[src/rtl/jstk_multi_axis_stepper.sv]
// rtl/jstk_multi_axis_stepper.sv - N-axis joystick-to-stepper driver with deadzone, 4-level speed and signed position
module jstk_multi_axis_stepper #(
    parameter int NUM_AXES = 2,
    parameter int DATA_W   = 10,
    parameter int CENTER   = 512,
    parameter int DEADZONE = 40,
    parameter int BASE_DIV = 16,
    parameter int POS_W    = 16
) (
    input  logic                         clk,
    input  logic                         rst,
    input  logic [NUM_AXES*DATA_W-1:0]   axis_data,
    input  logic                         axis_valid,
    input  logic [NUM_AXES-1:0]          en,
    input  logic                         half_step,
    output logic [NUM_AXES*4-1:0]        coil,
    output logic [NUM_AXES-1:0]          step_pulse,
    output logic [NUM_AXES-1:0]          step_dir,
    output logic [NUM_AXES*POS_W-1:0]    position
);

    localparam int PER_W = $clog2(BASE_DIV + 1);
    localparam logic [DATA_W-1:0] CENTER_V = DATA_W'(CENTER);
    localparam logic [DATA_W-1:0] DZ_V     = DATA_W'(DEADZONE);
    localparam logic [PER_W-1:0]  BASE_V   = PER_W'(BASE_DIV);

    typedef enum logic [1:0] {
        AXIS_DISABLED,
        AXIS_IDLE,
        AXIS_RUN
    } axis_mode_t;

    function automatic logic [3:0] phase_coil(input logic [2:0] p);
        case (p)
            3'd0:    return 4'b1000;
            3'd1:    return 4'b1100;
            3'd2:    return 4'b0100;
            3'd3:    return 4'b0110;
            3'd4:    return 4'b0010;
            3'd5:    return 4'b0011;
            3'd6:    return 4'b0001;
            default: return 4'b1001;
        endcase
    endfunction

    // Full-step always lands on an even phase, so an odd phase snaps to its neighbour.
    function automatic logic [2:0] next_phase(input logic [2:0] p, input logic fwd,
                                              input logic half);
        if (half)
            return fwd ? p + 3'd1 : p - 3'd1;
        else if (fwd)
            return (p + 3'd2) & 3'b110;
        else
            return (p - 3'd1) & 3'b110;
    endfunction

    for (genvar i = 0; i < NUM_AXES; i++) begin : g_axis
        logic [DATA_W-1:0] sample_q;
        logic [2:0]        phase_q;
        logic [3:0]        coil_q;
        logic [PER_W-1:0]  cnt_q;
        logic              pulse_q;
        logic              dir_q;
        logic [POS_W-1:0]  pos_q;

        logic [DATA_W-1:0] mag;
        logic [DATA_W-1:0] excess;
        logic [DATA_W-1:0] lvl_raw;
        logic [1:0]        level;
        logic [PER_W-1:0]  period;
        logic              fwd;
        axis_mode_t        mode;

        always_comb begin
            fwd     = sample_q > CENTER_V;
            mag     = fwd ? sample_q - CENTER_V : CENTER_V - sample_q;
            excess  = mag - DZ_V;
            lvl_raw = excess >> (DATA_W - 3);
            level   = (lvl_raw > DATA_W'(3)) ? 2'd3 : lvl_raw[1:0];
            period  = BASE_V >> level;
            if (!en[i])
                mode = AXIS_DISABLED;
            else if (mag <= DZ_V)
                mode = AXIS_IDLE;
            else
                mode = AXIS_RUN;
        end

        always_ff @(posedge clk) begin
            if (!rst) begin
                sample_q <= CENTER_V;
                phase_q  <= 3'd0;
                coil_q   <= 4'd0;
                cnt_q    <= '0;
                pulse_q  <= 1'b0;
                dir_q    <= 1'b0;
                pos_q    <= '0;
            end else begin
                pulse_q <= 1'b0;
                if (axis_valid)
                    sample_q <= axis_data[i*DATA_W +: DATA_W];
                case (mode)
                    AXIS_DISABLED: begin
                        coil_q <= 4'd0;
                        cnt_q  <= '0;
                    end
                    AXIS_IDLE: begin
                        coil_q <= phase_coil(phase_q);
                        cnt_q  <= '0;
                    end
                    default: begin
                        // >= rather than == so a shortened period fires immediately
                        if (cnt_q >= period - PER_W'(1)) begin
                            cnt_q   <= '0;
                            phase_q <= next_phase(phase_q, fwd, half_step);
                            coil_q  <= phase_coil(next_phase(phase_q, fwd, half_step));
                            pos_q   <= fwd ? pos_q + POS_W'(1) : pos_q - POS_W'(1);
                            pulse_q <= 1'b1;
                            dir_q   <= fwd;
                        end else begin
                            cnt_q <= cnt_q + PER_W'(1);
                        end
                    end
                endcase
            end
        end

        assign coil[i*4 +: 4]           = coil_q;
        assign step_pulse[i]            = pulse_q;
        assign step_dir[i]              = dir_q;
        assign position[i*POS_W +: POS_W] = pos_q;
    end

endmodule

[config.mk]
export PLATFORM = sky130hd
export DESIGN_NAME = jstk_multi_axis_stepper
export DESIGN_NICKNAME = d
export VERILOG_FILES = /design/src/rtl/jstk_multi_axis_stepper.sv
export SDC_FILE = /design/constraint.sdc
export NUM_CORES = 1
export LEC_CHECK = 0
export ABC_CLOCK_PERIOD_IN_PS = 8650
export CAP_MARGIN = 20
export CELL_PAD_IN_SITES_DETAIL_PLACEMENT = 0
export CELL_PAD_IN_SITES_GLOBAL_PLACEMENT = 1
export CORE_MARGIN = 8
export CORE_UTILIZATION = 47
export CTS_BUF_LIST = sky130_fd_sc_hd__clkbuf_2 sky130_fd_sc_hd__clkbuf_4 sky130_fd_sc_hd__clkbuf_8
export CTS_CLUSTER_DIAMETER = 50
export DETAILED_ROUTE_END_ITERATION = 10
export PLACE_DENSITY_LB_ADDON = 0.1
export SETUP_SLACK_MARGIN = 0.02
export SLEW_MARGIN = 20
export SYNTH_ARGS = -nofsm -noshare
export SYNTH_HDL_FRONTEND = slang
export SYNTH_SLANG_ARGS = --single-unit
export TNS_END_PERCENT = 50
[constraint.sdc]
create_clock -name clk -period 8.65 [get_ports clk]
set_input_delay 1.73 -clock clk [delete_from_list [all_inputs] [get_ports clk]]
set_output_delay 1.73 -clock clk [all_outputs]
set_load 0.005 [all_outputs]
* Yosys cells after proc, flatten, opt, wreduce, memory -nomap -nowiden
Cells that the tools add are included.
Word-level totals: bits in registers 80
Cells by class: add/subtract/negate cells 20, $lt $le $gt $ge 8, eq/ne operators 26, shift-type cells 2, multiplexer cells 32, bitwise operators 3, reduce and logical (&&, ||, !) cells 16
Operators with widths (number):
- 4-bit case mux with 7 select lines | 4
- 3-bit == test (second input constant) | 12
- 3-bit 2-to-1 mux | 12
- 16-bit by 1-bit adder with 16-bit output (second input constant) | 2
- 16-bit 2-to-1 mux | 2
- 16-bit by 1-bit subtractor with 16-bit output (second input constant) | 2
- 3-bit by 2-bit == test with 1-bit output (second input constant) | 8
- 10-bit greater-than comparator (second input constant) | 2
- 10-bit by 6-bit less-or-equal comparator with 1-bit output (second input constant) | 2
- 10-bit 2-to-1 mux | 2
- 10-bit subtractor (first input constant) | 2
- 10-bit subtractor (second input constant) | 2
- 10-bit by 6-bit subtractor with 10-bit output (second input constant) | 2
- 4-bit case mux with 2 select lines | 2
- 3-bit by 1-bit == test with 1-bit output (second input constant) | 4
- 3-bit logical NOT | 4
- 2-bit 2-to-1 mux | 6
- 5-bit by 1-bit adder with 5-bit output (second input constant) | 2
- 5-bit greater-or-equal comparator | 2
- 5-bit by 2-bit >> shifter with 5-bit output (first input constant) | 2
- 5-bit by 1-bit subtractor with 5-bit output (second input constant) | 2
- 4-bit 2-to-1 mux | 2
- 4-bit OR reduction | 2
- 3-bit by 1-bit adder with 3-bit output (second input constant) | 2
- 11 further kinds | 23

* Longest topological paths before layout
Gate-level depths: netlist (run 1).
word-level depth 15, depth in mapped cells 17, depth with buffers taken out 15

* Worst setup path after synthesis (run 1)
No wires, ideal clock.
path kind reg2reg, from register g_axis[0].sample_q[3], to register g_axis[0].coil_q[0], data arrival time 3.406 ns, required time 8.585 ns, path slack 5.179 ns, cell stages (with the launch flop) 16, path buffers 0, clock period less this slack 3.471 ns, path through dfxtp_1 -> nor2_1 -> a31oi_1 -> mux2_2 -> or4_1 -> a21oi_1 -> a221oi_1 -> nor2b_1 -> ha_1 -> a21o_1 -> a21oi_1 -> nor2_1 -> a211oi_1 -> nor2b_1 -> o32a_1 -> nor2_1
Between the ends: word-level cells in the longest chain between the ends 10
RTL lines:
- start, declared | RTL line 58 | logic [DATA_W-1:0] sample_q;
- start signal, assigned | RTL line 101 | sample_q <= axis_data[i*DATA_W +: DATA_W];
- parallel branches: the longest is 10 deep, another holds 10-bit subtractor
- end signal, assigned | RTL line 108 | coil_q <= phase_coil(phase_q);
- end signal, assigned | RTL line 116 | coil_q <= phase_coil(next_phase(phase_q, fwd, half_step));
- end, declared | RTL line 60 | logic [3:0] coil_q;
Several ways; the timed one is not identified. The select of a mux whose other input is x is not followed. A chain may end at the register's enable or synchronous reset.

* Worst setup path after layout (run 1)
from register g_axis[0].sample_q[4], to register g_axis[0].pos_q[8]
Between the ends: word-level cells in the longest chain between the ends 9
RTL lines:
- 10-bit subtractor or 10-bit greater-than comparator (tied branches) | RTL line 76, 75
- 10-bit 2-to-1 mux | RTL line 76 | mag = fwd ? sample_q - CENTER_V : CENTER_V - sample_q;
- 10-bit by 6-bit subtractor with 10-bit output or 10-bit by 6-bit less-or-equal comparator with 1-bit output (tied branches) | RTL line 77, 83
- 3-bit by 2-bit greater-than comparator with 1-bit output or 2-bit 2-to-1 mux (tied branches) | RTL line 79, 83
- 2-bit 2-to-1 mux, on equally long branches | RTL line 79, 81
- 5-bit by 2-bit >> shifter with 5-bit output (tied with other cells) | RTL line 80 | period = BASE_V >> level;
- 5-bit by 1-bit subtractor with 5-bit output or 2-bit OR reduction (tied branches)
- 5-bit greater-or-equal comparator or 1-bit inverter (tied branches)
- 2-bit AND reduction (no line)
- end signal, assigned | RTL line 117 | pos_q <= fwd ? pos_q + POS_W'(1) : pos_q - POS_W'(1);
- end, declared | RTL line 64 | logic [POS_W-1:0] pos_q;
Several ways; a longest one is shown, not always the timed one.

==> impl_metrics.toml, run 1 <==
[setup_path]
crit_chain = "nor2_1 -> a31oi_1 -> mux2_2 -> or4_1 -> a21oi_1 -> a221oi_1 -> nor2b_1 -> ha_1 -> a21o_1 -> a21oi_1 -> nor2_1 -> a211oi_1 -> nor3b_4 -> buf_4 -> nand2_1 -> o22ai_1"
cp_data_arrival_time_ps = 4280
cp_max_fo = 25
reg2regPathDepth = 16
cp_top_family = "compound AO/OA/AOI/OAI gates"
cp_slowest_stage_delay_ps = 540
cpMaxStageDelayCell = "a211oi_1"
worstReg2RegEnd = "g_axis[0].pos_q[8]"
r2r-start = "g_axis[0].sample_q[4]"
end_kind = "register"
critPathLaunchType = "register"
criticalPathCategory = "reg -> reg"
reg2reg_setup_slack_ps = 4620
crit_required_ps = 8900
path_buf_inv = 1

[cells_and_area]
area_growth_syn_to_layout_pct = 17.2
fin_cells = 845
drive_gt1_share_pct = 4.70
final_common_cell = "nor2_1"
nets = 777
final_cell_mix = "nor2_1 (94), dfxtp_1 (80), clkdlybuf4s50_1 (68), ha_1 (50), mux2i_1 (45)"
antenna_cells = 0

[synthesis]
async_flop_share_pct = 0
synthTopCellsByArea = "dfxtp_1 (29%), ha_1 (11%), mux2i_1 (8.3%), nor2_1 (6.5%), a21oi_1 (3.9%)"
ys.flop_type = "dfxtp_1"
ys_seq_area_share_pct = 29.4
synth_edf_count = 0
ys_ff_latch = 80
synth_top_area_share_pct = 29.4
synth_cell_types = 72
yosysWarnings = 0
syn_avg_cell_area_um2 = 8.46
synth_area_um2 = 5460
synthCells = 645
synth_largest_area_cell = "dfxtp_1"

[route]
routed_via_density = 5.59
wirelength_mm = 12.6
vias = 4723
ant_nets = 0
drcViolationCount = 0
drtIter0Drc = 236
wl_per_cell_um = 14.9
drt_first_pass_iters = 5

[clocking]
htree_levels = 3
numCtsBuffers = 9
clockRootBuffer = "clkbuf_8"
clk_path_buf_depth = 2
post_cts_resized = 0
postCtsSetupBuffers = 0
cts_hold_buf = 0
cts_tree = "yes"
cts_sinks = 80
clock_latency_ps = 380
clkTransAtPathRegs_ps = 80

[timing]
timing.fmax_mhz = 248
skew_ps = 10.8
period_share_pct = 46.5
slew_headroom_pct = 49.9
rsz0062_at_grt = "false"
slew_viol_final = 0
finalHoldViolations = 0
min_period_ps = 4030
tightest_slew_ps = 747
setup_viol = 0
setup_tns_ps = 0

[floorplanning]
dieArea_um2 = 15300
die_width_um = 124
floorplan.initialDensity_pct = 48.0
pin_count = 70
core.rowCount = 39
core_region_area_um2 = 11400
die_h_um = 124

[global_routing]
grt_start_max_net_pins = 37
grt.overflow.total = 0
first_global_vias = 4547
grt_pass1_wl_mm = 21.3
gr-usage-all-layers_pct = 17.2
antenna_found_initial = 0

[power_and_ir_drop]
leakagePower_nw = 2.66
ir_worst_vdd_uv = 120
power_density_nw_per_um2 = 139

[placed_design]
gp_congestion = 0.863
port_buffers = 69
dp_hpwl_mm = 9.19
post-place-cells = 831

[status]
status = "completed"

[worst_hold_path]
worstHoldStart = "g_axis[1].cnt_q[0]"
hold_end = "g_axis[1].cnt_q[0]"
holdPathStages = 1
hp-class = "reg -> reg"

[job]
cap_violations = 0
-- Yosys cell counts (all sizes together) (4+ instances only) --
cell / instances
a211oi: 11
a21o: 10
a21oi: 43
a221oi: 4
a31oi: 5
buf: 15
clkbuf: 16
dfxtp: 80
ha: 50
inv: 24
mux2i: 45
nand2: 33
nand2b: 8
nand3: 15
nor2: 95
nor2b: 10
nor3: 11
o211ai: 7
o21a: 7
o21ai: 33
o21bai: 7
o22ai: 8
or3: 9
xnor2: 24
xor2: 12
-- cell families (layout without fill, tap and decap cells) --
| group | after synthesis | count (layout) | synth area share, % |
|---|---|---|---|
| other | 1 | 2 | 0.0687 |
| xor gates and xnor gates | 36 | 36 | 5.78 |
| DFF | 80 | 80 | 29.4 |
| and+or+nand+nor | 203 | 203 | 17.9 |
| muxes | 47 | 47 | 8.67 |
| adders and majority gates | 52 | 52 | 12.2 |
| buffers and inverters | 55 | 111 | 4.68 |
| AOI/OAI and AO/OA | 171 | 171 | 21.4 |
-- worst register-to-register path: stages (launching register included) --
cell and delay, ps:
dfxtp_1 470, nor2_1 110, a31oi_1 190, mux2_2 390, or4_1 480, a21oi_1 180, a221oi_1 80, nor2b_1 160
ha_1 270, a21o_1 150, a21oi_1 140, nor2_1 60, a211oi_1 540, nor3b_4 80, buf_4 260, nand2_1 230
o22ai_1 130
-- how the worst max path moves through the flow --
stage | startpoint | endpoint | slack (ps) | cells after the start
after global routing | g_axis[0].sample_q[4] | g_axis[0].pos_q[8] | 4300 | 16
after global placement | g_axis[0].sample_q[4] | g_axis[0].pos_q[13] | 4830 | 16
after floorplan | g_axis[0].sample_q[3] | g_axis[0].coil_q[0] | 5180 | 15
after CTS | g_axis[0].sample_q[4] | g_axis[0].pos_q[7] | 4640 | 16
after detailed placement | g_axis[0].sample_q[4] | g_axis[0].pos_q[8] | 4640 | 16
final | g_axis[0].sample_q[4] | g_axis[0].pos_q[8] | 4620 | 16
-- cell type report --
class,count,area (µm²)
fill,1077,4970
multi-input combinational,511,3600
sequential,80,1600
timing repair buffer,73,716
tap,143,179
clock buffer,10,138
inverter,24,90.1
clock inverter,4,70.1
-- per-layer routing --
metal  GRT usage, %  share of wire, %  up-vias
met2           27.9                47       91
met4           5.19               1.5        0
li1               -                 -     2428
met5              0                 0        -
met3           6.26               6.2       13
met1           20.9                46     2191
-- stage by stage --
stage               hold WS (ps)  utilization [%]  power (mW)  area (µm²)  worst slack (ps)
floorplan                    430                -       0.542        5460              5180
global placement             449             54.5       0.588        6190              4830
detailed placement           454             54.5       0.593        6190              4640
CTS                          471             56.3       0.904        6400              4640
global route                 509             56.3       0.943        6400              4300
finish                       470             56.3       0.891        6400              4620
-- report_power, final --
| group | total (mW) | internal (mW) | switching (mW) |
|---|---|---|---|
| Sequential | 0.393 | 0.379 | 0.0135 |
| Clock | 0.307 | 0.166 | 0.140 |
| Combinational | 0.191 | 0.0875 | 0.104 |
| Total | 0.891 | 0.633 | 0.258 |
-- registers in the layout, summed over array words and instances (netlist names) --
name	flops
g_axis.pos_q	32
g_axis.phase_q	6
g_axis.pulse_q	2
g_axis.cnt_q	10
g_axis.coil_q	8
g_axis.sample_q	20
g_axis.dir_q	2
Power figures use the tool's default switching activity.
==> run 2, diff against run 1 <==
ABC_CLOCK_PERIOD_IN_PS = 3700   (was 8650)
CORE_UTILIZATION = 39   (was 47)
clock period = 3.7 ns   (was 8.65 ns; I/O delays follow)
==> run 2 against run 1 <==
- clock power increased by 140%
- clock skew decreased by 3.3 ps
- final cell count increased by 7.3%
- clock-buffer cell count decreased by 1
- critical path type unchanged
- largest power group unchanged
- highest routed layer unchanged
==> impl_metrics.toml, run 2 (synthesized netlist as in run 1, its figures left out) <==
[clocking]
htree_levels = 3
clk_path_buf_depth = 2
cts_sinks = 80
clock_latency_ps = 370
numCtsBuffers = 9
cts_tree = "yes"
clkTransAtPathRegs_ps = 80
clockRootBuffer = "clkbuf_8"

[route]
wl_per_cell_um = 14.4
wirelength_mm = 13.0
drtIter0Drc = 168
routed_via_density = 5.29
drt_first_pass_iters = 4
drcViolationCount = 0
vias = 4801
ant_nets = 0

[cells_and_area]
area_growth_syn_to_layout_pct = 22.5
largest_reg_flops = 32
final_common_cell = "nor2_1"
final_cell_mix = "nor2_1 (94), dfxtp_1 (79), clkdlybuf4s50_1 (69), ha_1 (50), mux2i_1 (45)"
antenna_cells = 0
n_fill_cell = 1381
regMostFlops = "g_axis.pos_q"
fin_cells = 907
design_area_um2 = 6680
reg.largest.list = "g_axis.pos_q x32, g_axis.sample_q x20, g_axis.cnt_q x10"
drive_gt1_share_pct = 9.08
nets = 800

[worst_hold_path]
hp-class = "reg -> reg"
holdPathStages = 1
hold_end = "g_axis[1].cnt_q[0]"
worstHoldStart = "g_axis[1].cnt_q[0]"

[floorplanning]
core_region_area_um2 = 13800
core.rowCount = 43
pin_count = 70
floorplan.initialDensity_pct = 39.6
die_h_um = 134
dieArea_um2 = 18000
die_width_um = 134

[timing]
timing.fmax_mhz = 288
skew_ps = 7.46
setup_viol = 0
period_share_pct = 94.0
min_period_ps = 3480
slew_headroom_pct = 63.7
slew_viol_final = 0
finalHoldViolations = 0
rsz0062_at_grt = "false"
tightest_slew_ps = 529

[setup_path]
cp_max_fo = 10
reg2regPathDepth = 17
path_buf_inv = 2
crit_start = "g_axis[0].sample_q[1]"
worstReg2RegEnd = "g_axis[0].pos_q[6]"
criticalPathCategory = "reg -> reg"
r2r-start = "g_axis[0].sample_q[1]"
crit_chain = "nor3_2 -> a31oi_1 -> mux2_2 -> or4_1 -> a21oi_2 -> a221oi_1 -> nor2b_1 -> ha_1 -> a21o_1 -> a21oi_1 -> nor2_1 -> a211oi_2 -> buf_4 -> nor3b_4 -> buf_4 -> mux2i_1 -> nor2_1"
cp_data_arrival_time_ps = 3720
critPathLaunchType = "register"
crit_required_ps = 3950
reg2reg_setup_slack_ps = 220
cp_slowest_stage_delay_ps = 490
cpMaxStageDelayCell = "or4_1"
cp_top_family = "simple AND/OR/NAND/NOR gates"
end_kind = "register"

[placed_design]
placed_area_um2 = 6420
dp_hpwl_mm = 9.70
post-place-cells = 890
port_buffers = 69
gp_congestion = 0.808

[global_routing]
antenna_found_initial = 0
gr-usage-all-layers_pct = 14.9
grt.overflow.total = 0
grt_start_max_net_pins = 33
grt_pass1_wl_mm = 22.2
first_global_vias = 4802

[power_and_ir_drop]
p_total_mw = 2.14
ir_worst_vdd_uv = 131
power_density_nw_per_um2 = 320
leakagePower_nw = 2.77

[job]
cap_violations = 0

[status]
status = "completed"
-- run 2: final cells by class --
class / instances / area [µm²] / share of cell area (%)
multi-input combinational: 511 / 3630 / 54.3
sequential: 80 / 1600 / 24.0
timing repair buffer: 96 / 913 / 13.7
tap: 180 / 225 / 3.37
clock buffer: 9 / 124 / 1.85
clock inverter: 7 / 96.3 / 1.44
inverter: 24 / 90.1 / 1.35
-- run 2: how the worst max path moves through the flow --
stage / slack (ps) / depth (start not counted) / end
global route: 20 / 17 / g_axis[0].pos_q[4]
floorplan: 230 / 15 / g_axis[0].coil_q[0]
global placement: -480 / 16 / g_axis[0].pos_q[14]
CTS: 110 / 13 / g_axis[1].pos_q[15]
detailed placement: -190 / 17 / g_axis[0].pos_q[8]
finish: 220 / 17 / g_axis[0].pos_q[6]
-- run 2: worst register-to-register path: cells and delay by family (launching register included) --
| family | cells | cell delay [ps] |
|---|---|---|
| AND/OR/NAND/NOR | 6 | 1130 |
| AO/OA/AOI/OAI | 6 | 630 |
| multiplexers | 2 | 580 |
| buffers and inverters | 2 | 380 |
| flip-flops | 1 | 360 |
| adder cells (fa/ha/maj) | 1 | 280 |
-- run 2: through the flow --
stage	hold slack, ps	setup TNS, ps	util [%]	worst slack, ps
final	469	0	48.5	223
after global routing	482	0	48.5	19.1
after CTS	473	0	48.3	108
after detailed placement	453	-1470	46.6	-192
after global placement	451	-6920	46.5	-483
after floorplan	430	0	-	229
-- run 2: report_power, final --
| group | total, mW | switching [mW] | leakage (nW) | internal [mW] |
|---|---|---|---|---|
| clock network | 0.729 | 0.349 | 0.101 | 0.379 |
| registers | 0.914 | 0.0273 | 0.651 | 0.887 |
| logic | 0.493 | 0.260 | 2.02 | 0.233 |
| total | 2.14 | 0.637 | 2.77 | 1.50 |
-- run 2: timing repair --
item                                    4_1_cts  5_1_grt
buffers inserted                              1        0
hold buffers                                  0        0
endpoints found under the setup margin       15       27
resized for setup                             1       10
pin swaps                                     1        2
-- run 2: metal layers --
layer,vias to the layer above,routed length [µm],part of all wire (%),global-route usage (%)
li1,2486,-,-,-
met3,12,590,4.5,3.74
met1,2239,6240,48,18.2
met2,64,5990,46,24.2
met4,0,224,1.7,6.49
met5,-,0,0,0
==> run 3, diff against run 2 <==
CORE_ASPECT_RATIO = 1.75   (was not set)
==> run 3 against run 2 <==
- wire length rose by 9.2%
- flip-flop and latch count unchanged
- sequential share of layout area decreased by 0.50 points
- clock skew grew 4.2 ps
==> impl_metrics.toml, run 3 (synthesized netlist as in run 1, its figures left out) <==
[cells_and_area]
n_fill_cell = 1388
final_cell_mix = "nor2_1 (94), dfxtp_1 (80), clkdlybuf4s50_1 (69), ha_1 (49), mux2i_1 (45)"
largest_reg_flops = 32
reg.largest.list = "g_axis.pos_q x32, g_axis.sample_q x20, g_axis.cnt_q x10"
final_common_cell = "nor2_1"
fin_cells = 917
area_growth_syn_to_layout_pct = 25.0
drive_gt1_share_pct = 10.8
regMostFlops = "g_axis.pos_q"
nets = 813
fin_util_pct = 49.6
antenna_cells = 0

[route]
drcViolationCount = 0
routed_via_density = 5.41
ant_nets = 0
drt_first_pass_iters = 6
wl_per_cell_um = 15.5
drtIter0Drc = 130
vias = 4957
wirelength_mm = 14.2

[clocking]
cts_sinks = 80
cts_hold_buf = 0
numCtsBuffers = 9
clockRootBuffer = "clkbuf_8"
cts_tree = "yes"
clk_path_buf_depth = 2
htree_levels = 3
clkTransAtPathRegs_ps = 90
clock_latency_ps = 350

[timing]
finalHoldViolations = 0
skew_ps = 11.7
slew_viol_final = 0
period_share_pct = 95.5
setup_viol = 0
timing.fmax_mhz = 283
slew_headroom_pct = 59.4
min_period_ps = 3530
tightest_slew_ps = 592

[setup_path]
end_kind = "register"
crit_required_ps = 3940
criticalPathCategory = "reg -> reg"
cp_max_fo = 5
cp_slowest_stage_delay_ps = 500
critPathLaunchType = "register"
cp_top_family = "simple AND/OR/NAND/NOR gates"
crit_chain = "nor3_2 -> a31oi_1 -> mux2_2 -> or4_1 -> a21oi_2 -> a221oi_2 -> nor2b_2 -> ha_1 -> a21o_1 -> a21oi_1 -> nor2_1 -> a211oi_2 -> buf_4 -> nor3b_4 -> buf_4 -> buf_4 -> mux2i_1 -> nor2_1"
cp_data_arrival_time_ps = 3780
worst_path_most_repeated_cell = "buf_4"
path_buf_inv = 3
cpMaxStageDelayCell = "or4_1"

[status]
status = "completed"

[placed_design]
gp_congestion = 0.852
port_buffers = 69
dp_hpwl_mm = 10.9
post-place-cells = 895

[floorplanning]
dieArea_um2 = 18200
die_h_um = 172
floorplan.initialDensity_pct = 39.6
core_region_area_um2 = 13800
die_width_um = 105
core.rowCount = 57
pin_count = 70

[global_routing]
gr-usage-all-layers_pct = 15.3
first_global_vias = 4900
grt_pass1_wl_mm = 22.8
antenna_found_initial = 0
grt_start_max_net_pins = 26
grt.overflow.total = 0

[power_and_ir_drop]
leakagePower_nw = 2.86
power_density_nw_per_um2 = 320
ir_worst_vdd_uv = 149

[worst_hold_path]
hp-class = "reg -> reg"

[job]
cap_violations = 0
[run 3: layout make-up]
type / instances / area (µm²) / share of cell area, %
sequential: 80 / 1600 / 23.5
clock buffer: 13 / 160 / 2.35
inverter: 24 / 90.1 / 1.32
multi-input combinational: 512 / 3660 / 53.7
clock inverter: 3 / 65.1 / 0.954
tap: 177 / 221 / 3.25
timing repair buffer: 108 / 1020 / 15.0
[run 3: worst paths after layout]
kind | start | end | slack [ps] | cells after the start
min | g_axis[1].cnt_q[0] | g_axis[1].cnt_q[0] | 470 | 1
min reg2reg | g_axis[1].cnt_q[0] | g_axis[1].cnt_q[0] | 470 | 1
max reg2reg | g_axis[0].sample_q[1] | g_axis[0].phase_q[0] | 170 | 18
max | g_axis[0].sample_q[1] | g_axis[0].phase_q[0] | 170 | 18
[run 3: power breakdown]
| part | leakage [nW] | total (mW) | switching (mW) | internal [mW] |
|---|---|---|---|---|
| clock | 0.118 | 0.750 | 0.328 | 0.421 |
| sequential | 0.650 | 0.913 | 0.0261 | 0.887 |
| combinational | 2.09 | 0.520 | 0.274 | 0.245 |
| total | 2.86 | 2.18 | 0.629 | 1.55 |
[run 3: through the flow]
step                      setup WS, ps  cell area, µm²  hold slack (ps)  power, mW  TNS, ps
after CTS                         48.8            6770              480       2.20        0
after floorplan                    229            5460              430       1.27        0
after global placement            -328            6500              453       1.43    -4170
final                              168            6820              471       2.18        0
after global routing             -7.01            6820              516       2.29    -8.44
after detailed placement          -474            6500              459       1.44    -6740
[run 3: timing repair]
item,in CTS,in global routing
endpoints found under the setup margin,27,43
pin swaps,1,3
endpoints found under the hold margin,0,0
gates cloned,1,0
setup buffers,3,2
resized for setup,2,11
[run 3: metal layers]
metal  vias to the layer above  global-route usage [%]  routed length [µm]
met3                        15                    2.95                 456
met5                         -                       0                   0
met4                         0                    5.06                 204
met2                        67                    30.4                7850
met1                      2365                    15.3                5730
li1                       2510                       -                   -
